===== src/rtl/serial_adder_ctrl.sv =====
// Bit-serial adder: one structural full adder (two half adders + OR) is
// stepped over WIDTH cycles, LSB first, with a start/busy/done handshake.

module half_adder (
  input  logic i_a,
  input  logic i_b,
  output logic o_s,
  output logic o_c
);
  assign o_s = i_a ^ i_b;
  assign o_c = i_a & i_b;
endmodule

module or_gate (
  input  logic i_a,
  input  logic i_b,
  output logic o_y
);
  assign o_y = i_a | i_b;
endmodule

module serial_adder_ctrl #(
  parameter int WIDTH = 8
) (
  input  logic             clk,
  input  logic             rst,
  input  logic             start,
  input  logic [WIDTH-1:0] a,
  input  logic [WIDTH-1:0] b,
  output logic             busy,
  output logic             done,
  output logic [WIDTH-1:0] sum,
  output logic             c_out
);

  localparam int CNT_W = $clog2(WIDTH + 1);

  localparam logic [1:0] ST_IDLE = 2'd0;
  localparam logic [1:0] ST_RUN  = 2'd1;
  localparam logic [1:0] ST_DONE = 2'd2;

  logic [1:0]       r_state;
  logic [WIDTH-1:0] r_opa;
  logic [WIDTH-1:0] r_opb;
  logic [WIDTH-1:0] r_acc;
  logic [CNT_W-1:0] r_cnt;
  logic             r_carry;
  logic [WIDTH-1:0] r_sum;
  logic             r_cout;

  logic             w_s1;
  logic             w_c1;
  logic             w_s;
  logic             w_c2;
  logic             w_carry_next;
  logic [WIDTH-1:0] w_acc_next;
  logic [WIDTH-1:0] w_opa_next;
  logic [WIDTH-1:0] w_opb_next;
  logic             w_accept;
  logic             w_last;

  // 1-bit datapath: full adder assembled from the gate library
  half_adder u_ha1 (
    .i_a (r_opa[0]),
    .i_b (r_opb[0]),
    .o_s (w_s1),
    .o_c (w_c1)
  );

  half_adder u_ha2 (
    .i_a (w_s1),
    .i_b (r_carry),
    .o_s (w_s),
    .o_c (w_c2)
  );

  or_gate u_or (
    .i_a (w_c1),
    .i_b (w_c2),
    .o_y (w_carry_next)
  );

  // New sum bit enters at the MSB so that after WIDTH shifts the first
  // computed bit has arrived at the LSB; operands shift toward bit 0.
  genvar gi;
  generate
    for (gi = 0; gi < WIDTH - 1; gi++) begin : g_shift
      assign w_acc_next[gi] = r_acc[gi+1];
      assign w_opa_next[gi] = r_opa[gi+1];
      assign w_opb_next[gi] = r_opb[gi+1];
    end
  endgenerate

  assign w_acc_next[WIDTH-1] = w_s;
  assign w_opa_next[WIDTH-1] = 1'b0;
  assign w_opb_next[WIDTH-1] = 1'b0;

  // A request is only taken when not mid-operation; DONE accepts so that
  // back-to-back adds need no idle cycle in between.
  assign w_accept = start && ((r_state == ST_IDLE) || (r_state == ST_DONE));
  assign w_last   = (r_cnt == CNT_W'(WIDTH - 1));

  always_ff @(posedge clk) begin
    if (rst) begin
      r_state <= ST_IDLE;
      r_opa   <= '0;
      r_opb   <= '0;
      r_acc   <= '0;
      r_cnt   <= '0;
      r_carry <= 1'b0;
      r_sum   <= '0;
      r_cout  <= 1'b0;
    end else begin
      case (r_state)
        ST_IDLE, ST_DONE: begin
          if (w_accept) begin
            r_state <= ST_RUN;
            r_opa   <= a;
            r_opb   <= b;
            r_acc   <= '0;
            r_cnt   <= '0;
            r_carry <= 1'b0;
          end else begin
            r_state <= ST_IDLE;
          end
        end

        ST_RUN: begin
          r_carry <= w_carry_next;
          r_acc   <= w_acc_next;
          r_opa   <= w_opa_next;
          r_opb   <= w_opb_next;
          r_cnt   <= r_cnt + CNT_W'(1);
          // Result registers change only here so they stay stable during runs
          if (w_last) begin
            r_sum   <= w_acc_next;
            r_cout  <= w_carry_next;
            r_state <= ST_DONE;
          end
        end

        default: begin
          r_state <= ST_IDLE;
        end
      endcase
    end
  end

  assign busy  = (r_state == ST_RUN);
  assign done  = (r_state == ST_DONE);
  assign sum   = r_sum;
  assign c_out = r_cout;

endmodule


===== config.mk =====
export PLATFORM = sky130hd
export DESIGN_NAME = serial_adder_ctrl
export DESIGN_NICKNAME = d
export VERILOG_FILES = /design/src/rtl/serial_adder_ctrl.sv
export SDC_FILE = /design/constraint.sdc
export NUM_CORES = 1
export LEC_CHECK = 0
export CAP_MARGIN = 20
export CORE_UTILIZATION = 46
export DETAILED_ROUTE_END_ITERATION = 8
export GPL_TIMING_DRIVEN = 0
export HOLD_SLACK_MARGIN = 0.15
export PLACE_DENSITY_LB_ADDON = 0.08
export SYNTH_ARGS = -nofsm -noshare
export SYNTH_HDL_FRONTEND = slang
export SYNTH_SLANG_ARGS = --single-unit
export TNS_END_PERCENT = 30

===== constraint.sdc =====
create_clock -name clk -period 1.15 [get_ports clk]
set_input_delay 0.115 -clock clk [delete_from_list [all_inputs] [get_ports clk]]
set_output_delay 0.115 -clock clk [all_outputs]
set_load 0.02 [all_outputs]

==> results of run 1 <==
==> worst max-delay path, cell delays in order, from the launching register on <==
cell	delay, ns
dfxtp_2	0.34
nand2b_4	0.15
clkinv_4	0.08
buf_8	0.12
buf_6	0.12
==> cell type report <==
type	count	area, um2	area share
plain buffers	15	146.4	0.06243
clock buffers	7	45.04	0.01921
clock inverters	1	5.005	0.002134
inverters	1	8.758	0.003735
multi-input cells	124	909.6	0.3879
flip-flops and latches	39	794.5	0.3388
well taps	46	57.56	0.02455
repair buffers	39	377.9	0.1612
==> logic make-up after synthesis <==
kind of cell / count (synthesis) / synth area share
adder cells (fa/ha/maj): 2 / 0.01937
flip-flops: 39 / 0.4650
multiplexers: 11 / 0.07154
AND/OR/NAND/NOR: 67 / 0.2258
buffers and inverters: 16 / 0.06482
AO/OA/AOI/OAI: 43 / 0.1535
==> power by group <==
part | switching, mW | internal (mW)
Sequential | 0.0358 | 1.40
Clock | 0.427 | 0.238
Combinational | 0.231 | 0.250
Total | 0.694 | 1.89
==> sequential cells by signal (all words and copies together), names as in the netlist <==
name,flops
r_cnt,4
r_opa,8
r_acc,7
c_out,1
r_carry,1
r_opb,8
r_state,2
sum,8
==> final timing paths <==
kind,startpoint,endpoint,cells after the start
max,r_state[1]$_SDFFE_PP0P_,busy,4
min,b[7],r_opb[7]$_SDFFE_PP0P_,3
min reg2reg,sum[2]$_SDFFE_PP0P_,sum[2]$_SDFFE_PP0P_,2
max reg2reg,r_state[1]$_SDFFE_PP0P_,r_opb[0]$_SDFFE_PP0P_,6
==> synth_stat cells (2+ instances only) <==
cell,n
dfxtp_1,39
a21oi_1,28
nand3_1,26
nand2b_1,20
a22oi_1,14
nand2_1,11
mux2i_1,9
buf_4,6
buf_6,3
clkbuf_1,3
buf_2,2
mux2_4,2
nor2_1,2
==> stage by stage <==
stage               utilization  setup TNS (ns)
CTS                      0.6407          -1.528
detailed placement       0.5978          -11.48
finish                   0.6864          -1.438
floorplan                     -         -0.2515
global route             0.6864          -3.339
global placement         0.5978          -10.15
==> layer usage <==
| layer | GRT usage | part of all wire | vias up |
|---|---|---|---|
| li1 | - | - | 727 |
| met1 | 0.2307 | 0.41 | 687 |
| met2 | 0.3179 | 0.51 | 48 |
| met3 | 0.03832 | 0.055 | 10 |
| met4 | 0.09884 | 0.029 | 0 |
| met5 | 0 | 0 | - |
==> layout by cell type, fill, tap and decap left out, drive strengths merged <==
master,count
and2b,1
nor2,4
nor3,1
nand4,1
mux2i,9
a211oi,1
fa,1
mux2,2
clkdlybuf4s15,6
nand3,26
nor2b,1
clkbuf,14
nand2b,21
nand2,11
clkinv,2
a22oi,14
nand3b,1
ha,1
a21oi,28
nor3b,1
dfxtp,39
clkdlybuf4s50,18
buf,23
==> what timing repair did <==
action | in CTS | in global routing
setup endpoints to repair | 41 | 47
pin swaps | 1 | 10
setup buffers | 6 | 3
resized for setup | 36 | 40
gates cloned | 1 | 1
hold buffers | 0 | 0
==> impl_metrics.toml, run 1 <==
[clocking]
numCtsBuffers = 5
tritoncts = "yes"
clock-sinks = 39
cts_htree_levels = 2
path_clk_slew_ns = 0.12
insertion_delay_ns = 0.35
root_buffer = "clkbuf_4"
ctsLongestPathBuffers = 2

[timing]
max_slew.worst_pin.slew_ns = 0.3203
clock_skew_ns = 0.01319
post-route-period-util = 1.107
grt_setup_unrepaired = "yes"
worst_slack_ns = -0.1234
maxSlewViolCount = 0
hold_viol_final = 0
setup_viol = 19
hold-worst-slack_ns = 0.3448
fmax_mhz = 785.3
post-route-min-period_ns = 1.273
max_slew_margin = 0.7864

[finish]
antenna_cells = 0
final_area_mm2 = 0.002345
nFillCells = 281
final_cells = 272
finalNetCount = 246
drive_gt1_frac = 0.2920
syn2layout_area_growth_pct = 39.64

[synth]
syn_avg_cell_area_um2 = 9.433
synth_top_area_share = 0.4650
synth_edf_count = 0
yosys.area.top_type = "dfxtp_1"
netlist_area_mm2 = 0.001679
async_flop_share = 0
syn_inst = 178
ys_seq_elements = 39
synth_fp_nets = 199
synthDistinctLibCells = 26
ys.warnings.count = 0
ys.flop_type = "dfxtp_1"
yosys-top-cells-area = "dfxtp_1 (46%), a21oi_1 (8.3%), nand3_1 (7.7%), nand2b_1 (7.5%), a22oi_1 (6.3%)"
ys_seq_area_frac = 0.4650

[critical_path]
cp.required_ns = 1.03
cp-start-kind = "flop"
worstPathArrival_ns = 1.16
endpoint_kind = "output port"
reg2reg_slack_ns = -0.11
crit_path_max_fanout = 3
path_class = "reg2out"

[floorplanning]
die_h_um = 62.42
coreArea_mm2 = 0.003416
dieArea_mm2 = 0.003896
num_io_pins = 30
die_x_um = 62.42
start_util = 0.4916
rows = 21

[hold_path]
hold_class = "in2reg"

[power_and_ir_drop]
p_per_area_mw_per_mm2 = 1100
vdd_ir_drop_max_v = 0.0006338
cellLeakagePower_nw = 0.8432
power.total_mw = 2.580

[drt]
viasPerCell = 5.412
routed_wl_um = 3812
antenna_left = 0
drtIter0Drc = 56
vias = 1472
avgRoutedWirePerCell_um = 14.01
drc_errors = 0
firstDrtPassIters = 4

[global_route]
grt_pass1_vias = 1302
grt_max_degree = 12
grt.overflow.total = 0
track_usage = 0.1905
grt_antenna_before_repair = 0
grt_pass1_wl_um = 5851

[placement]
dp_cells = 253
dpl_worst_slack_ns = -0.5066
place_hpwl_um = 2341
port_buffers = 29
routabilityCongestion = 0.7629
post_dp_cell_area_mm2 = 0.002042

[status]
violations = "negative setup slack"
status = "finished with violations"

[run]
drv_cap = 0
Power figures use the tool's default switching activity.
==> inputs of run 2 (changes only) <==
CAP_MARGIN = 40   (was 20)
CORE_MARGIN = 2   (was unset)
SYNTH_HIERARCHICAL = 1   (was unset)
==> run 2 against run 1 <==
The run still ends with negative setup slack left; die area increased by 6.0%; worst setup slack improved by 0.0074 ns; largest power group unchanged; clock skew about the same; core utilization decreased by 1.4 points; total power increased by 8.8%; non-clock buffer count unchanged; maximum frequency increased by 0.58%.
==> impl_metrics.toml, run 2 <==
[status]
status = "finished with violations"
violations = "negative setup slack"

[timing]
setup_viol = 32
grt_setup_unrepaired = "yes"
worst_slack_ns = -0.1160
fmax_mhz = 789.9
max_slew.worst_pin.slew_ns = 0.3803
max_slew_margin = 0.7465
post-route-min-period_ns = 1.266
clock_skew_ns = 0.01284
maxSlewViolCount = 0
hold_viol_final = 0
post-route-period-util = 1.101

[critical_path]
worstSetupStartpoint = "r_state[1]$_SDFFE_PP0P_"
crit_chain = "nand2b_4, clkinv_4, buf_8, buf_6"
cp.required_ns = 1.03
path_class = "reg2out"
slowest_stage = "dfxtp_2"
r2r_start = "r_state[1]$_SDFFE_PP0P_"
cp-start-kind = "flop"
reg2reg_slack_ns = -0.10
cp_slowest_stage_delay_ns = 0.35
crit_path_max_fanout = 3
worstPathArrival_ns = 1.15
endpoint_kind = "output port"

[synth]
syn_inst = 180
netlist_area_mm2 = 0.001670
ys.warnings.count = 6
ys_seq_area_frac = 0.4674
synth_top_area_share = 0.4674
synth_common_cells = "dfxtp_1 (39), a21oi_1 (28), nand3_1 (26)"
async_flop_share = 0
ys.flop_type = "dfxtp_1"
ys_seq_elements = 39
synth_most_common_cell = "dfxtp_1"
yosys-top-cells-area = "dfxtp_1 (47%), a21oi_1 (8.4%), nand3_1 (7.8%), nand2b_1 (7.5%), a22oi_1 (6.3%)"
synth_edf_count = 0
synth_fp_nets = 202
synthDistinctLibCells = 27
yosys.area.top_type = "dfxtp_1"
syn_avg_cell_area_um2 = 9.280

[clocking]
ctsLongestPathBuffers = 2
numCtsBuffers = 5
path_clk_slew_ns = 0.12
clock-sinks = 39
insertion_delay_ns = 0.35
tritoncts = "yes"
cts_htree_levels = 2
root_buffer = "clkbuf_4"

[placement]
dpl_worst_slack_ns = -0.4898
routabilityCongestion = 0.7654
place_hpwl_um = 2486
port_buffers = 29
dp_cells = 255

[global_route]
grt_pass1_wl_um = 6396
grt_antenna_before_repair = 0
track_usage = 0.2003
grt.overflow.total = 0
grt_pass1_vias = 1405
grt_max_degree = 14

[finish]
finalNetCount = 249
multi_input_area_um2 = 888.4
seq_area_um2 = 790.8
nFillCells = 290
antenna_cells = 0
syn2layout_area_growth_pct = 37.60
layout_commonest_cell = "dfxtp_1"
final_cells = 274
drive_gt1_frac = 0.2939
final_cell_mix = "dfxtp_1 (33), a21oi_1 (27), nand3_1 (26), nand2b_1 (20), clkdlybuf4s50_1 (18)"

[floorplanning]
num_io_pins = 30
die_h_um = 64.26
coreArea_mm2 = 0.003416
die_x_um = 64.26
dieArea_mm2 = 0.004129
rows = 21
start_util = 0.4890

[run]
drv_cap = 0

[drt]
drtIter0Drc = 63
avgRoutedWirePerCell_um = 14.32
firstDrtPassIters = 4
viasPerCell = 5.372
antenna_left = 0
drc_errors = 0
routed_wl_um = 3924
vias = 1472

[power_and_ir_drop]
cellLeakagePower_nw = 0.8411
vdd_ir_drop_max_v = 0.0008634
power.total_mw = 2.807
p_per_area_mw_per_mm2 = 1221

[hold_path]
min_from = "b[7]"
hold_class = "in2reg"
==> run 2: path summary, 6_finish.rpt <==
kind / endpoint / cells past startpoint
setup / recovery: busy / 4
hold / removal: r_opb[7]$_SDFFE_PP0P_ / 3
setup reg to reg: r_opb[6]$_SDFFE_PP0P_ / 5
hold reg to reg: sum[2]$_SDFFE_PP0P_ / 2
==> run 2: layer usage <==
metal | up-vias | global-route usage | part of all wire
li1 | 733 | - | -
met1 | 691 | 0.2237 | 0.42
met2 | 43 | 0.3581 | 0.52
met3 | 5 | 0.06866 | 0.054
met4 | 0 | 0.05851 | 0.013
met5 | - | 0 | 0
==> run 2: timing repair <==
action	CTS	global route
hold buffers	0	0
gates resized for setup	51	17
pin swaps	6	3
buffers inserted	9	1
gates cloned	1	1
setup endpoints to repair	46	45
==> run 2: worst max-delay path, delay by kind of cell (launching register included) <==
family                 cells  cell delay (ns)
DFF                        1             0.35
buffers and inverters      3             0.31
and+or+nand+nor            1             0.15
==> run 2: cells by family (layout without fill, tap and decap cells) <==
| group | Yosys count | count (layout) | synth area share |
|---|---|---|---|
| flops | 39 | 39 | 0.4674 |
| simple gates | 68 | 69 | 0.2270 |
| compound gates | 43 | 43 | 0.1543 |
| buf+inv | 16 | 63 | 0.06141 |
| fa+ha+maj | 3 | 3 | 0.02247 |
| mux | 11 | 11 | 0.06742 |
==> run 2: final cells by class <==
cell class / count / share of cell area
timing repair buffer: 40 / 0.1530
buffer: 14 / 0.05226
clock buffer: 5 / 0.01633
multi-input combinational: 126 / 0.3865
inverter: 1 / 0.003811
clock inverter: 3 / 0.01905
tap: 46 / 0.02504
sequential: 39 / 0.3440
==> run 2: through the flow <==
| stage | area (um2) | setup TNS [ns] | utilization | hold slack [ns] |
|---|---|---|---|---|
| 2_1_floorplan | 1702 | -0.1499 | - | 0.2510 |
| 3_3_place_gp | 2049 | -10.17 | 0.6000 | 0.4544 |
| 3_5_place_dp | 2049 | -10.57 | 0.6000 | 0.4639 |
| 4_1_cts | 2273 | -0.9123 | 0.6656 | 0.2906 |
| 5_1_grt | 2298 | -3.253 | 0.6729 | 0.2816 |
| 6_report | 2298 | -1.880 | 0.6729 | 0.3060 |
==> run 2: where the power goes <==
group | internal (mW) | switching [mW]
Sequential | 1.40 | 0.0352
Combinational | 0.231 | 0.218
Clock | 0.457 | 0.464
==> inputs of run 3 (changes only) <==
SKIP_CTS_REPAIR_TIMING = 1   (was unset)
==> run 3 against run 2 <==
The flow still finishes with violations (negative setup slack); critical path depth unchanged; wire length shrank 6.5%; total power is 0.49% lower; hold slack lost 0.0062 ns; non-clock buffer count down 4; combinational power is 3% lower; sequential power about the same; final cell count down 1.5%; first-iteration DRC count decreased by 14%; clock-buffer cell count unchanged; critical endpoint unchanged; largest power group unchanged.
==> impl_metrics.toml, run 3 (same netlist as run 2, synthesis figures left out) <==
[power_and_ir_drop]
vdd_ir_drop_max_v = 0.0008546
power.total_mw = 2.793
p_per_area_mw_per_mm2 = 1197
cellLeakagePower_nw = 0.9850

[drt]
avgRoutedWirePerCell_um = 13.58
vias = 1433
firstDrtPassIters = 4
viasPerCell = 5.307
routed_wl_um = 3667
antenna_left = 0
drtIter0Drc = 54
drc_errors = 0

[clocking]
ctsLongestPathBuffers = 2
root_buffer = "clkbuf_4"
cts_htree_levels = 2
numCtsBuffers = 5
clock-sinks = 39
insertion_delay_ns = 0.35
tritoncts = "yes"
path_clk_slew_ns = 0.13

[critical_path]
worstPathArrival_ns = 1.21
crit_path_max_fanout = 10
path_class = "reg2out"
crit_chain = "nand2b_4, inv_8, buf_8, buf_6"
cp-start-kind = "flop"
slowest_stage = "dfxtp_2"
cp_slowest_stage_delay_ns = 0.34
cp.required_ns = 1.03
endpoint_kind = "output port"

[finish]
nFillCells = 283
utilization = 0.6832
antenna_cells = 0
drive_gt1_frac = 0.2232
multi_input_area_um2 = 862.1
syn2layout_area_growth_pct = 39.70
finalNetCount = 245
seq_area_um2 = 793.3
layout_commonest_cell = "dfxtp_1"
final_cell_mix = "dfxtp_1 (33), nand3_1 (26), a21oi_1 (25), nand2b_1 (20), clkdlybuf4s50_1 (18)"

[global_route]
track_usage = 0.1842
grt_max_degree = 14
grt_antenna_before_repair = 0
grt_pass1_wl_um = 5906
grt_pass1_vias = 1301
grt.overflow.total = 0

[placement]
routabilityCongestion = 0.7654
port_buffers = 29
place_hpwl_um = 2486

[floorplanning]
die_h_um = 64.26
num_io_pins = 30
rows = 21
die_x_um = 64.26
coreArea_mm2 = 0.003416
start_util = 0.4890
dieArea_mm2 = 0.004129

[status]
violations = "negative setup slack"
status = "finished with violations"

[timing]
maxSlewViolCount = 0
hold_viol_final = 0
post-route-period-util = 1.156
final.setup.tns_ns = -0.3782
max_slew_margin = 0.8169
hold-worst-slack_ns = 0.2999
setup_viol = 8
grt_setup_unrepaired = "yes"
worst_slack_ns = -0.1796
clock_skew_ns = 0.01173
fmax_mhz = 752.1
max_slew.worst_pin.slew_ns = 0.2746
post-route-min-period_ns = 1.330

[hold_path]
hold_class = "in2reg"

[run]
drv_cap = 0
-- run 3: path summary, 6_finish.rpt --
path,from,slack [ns],end,cells past startpoint
max,r_state[1]$_SDFFE_PP0P_,-0.18,busy,4
min,a[7],0.30,r_opa[7]$_SDFFE_PP0P_,3
max reg2reg,r_state[1]$_SDFFE_PP0P_,-0.07,r_cnt[2]$_SDFFE_PP0P_,4
min reg2reg,sum[2]$_SDFFE_PP0P_,0.47,sum[2]$_SDFFE_PP0P_,2
-- run 3: layer usage --
metal / track usage / wire length, um
met5: 0 / 0
met4: 0.06649 / 40
met3: 0.05986 / 200
met2: 0.3086 / 1851
met1: 0.2199 / 1574
-- run 3: stage by stage --
stage	instances	worst slack, ns	cell area, um2
floorplan	180	-0.01666	1702
global placement	255	-0.4624	2049
detailed placement	255	-0.4898	2049
CTS	263	-0.8724	2131
global route	270	-0.2430	2333
finish	270	-0.1796	2333
-- run 3: where the power goes --
group	internal, mW	switching (mW)	total (mW)
sequential	1.40	0.0328	1.43
combinational	0.229	0.208	0.437
clock	0.457	0.466	0.924
-- run 3: critical path: cells and delay by family, from the launching register on --
family        cells  cell delay (ns)
simple gates      1             0.18
flops             1             0.34
buf+inv           3             0.35
-- run 3: area by class of cell --
type,instances,share of cell area
plain buffers,15,0.07024
clock buffers,5,0.01609
clock inverters,3,0.01877
inverters,1,0.004826
multi-input cells,126,0.3694
flip-flops and latches,39,0.3399
well taps,46,0.02466
repair buffers,35,0.1560
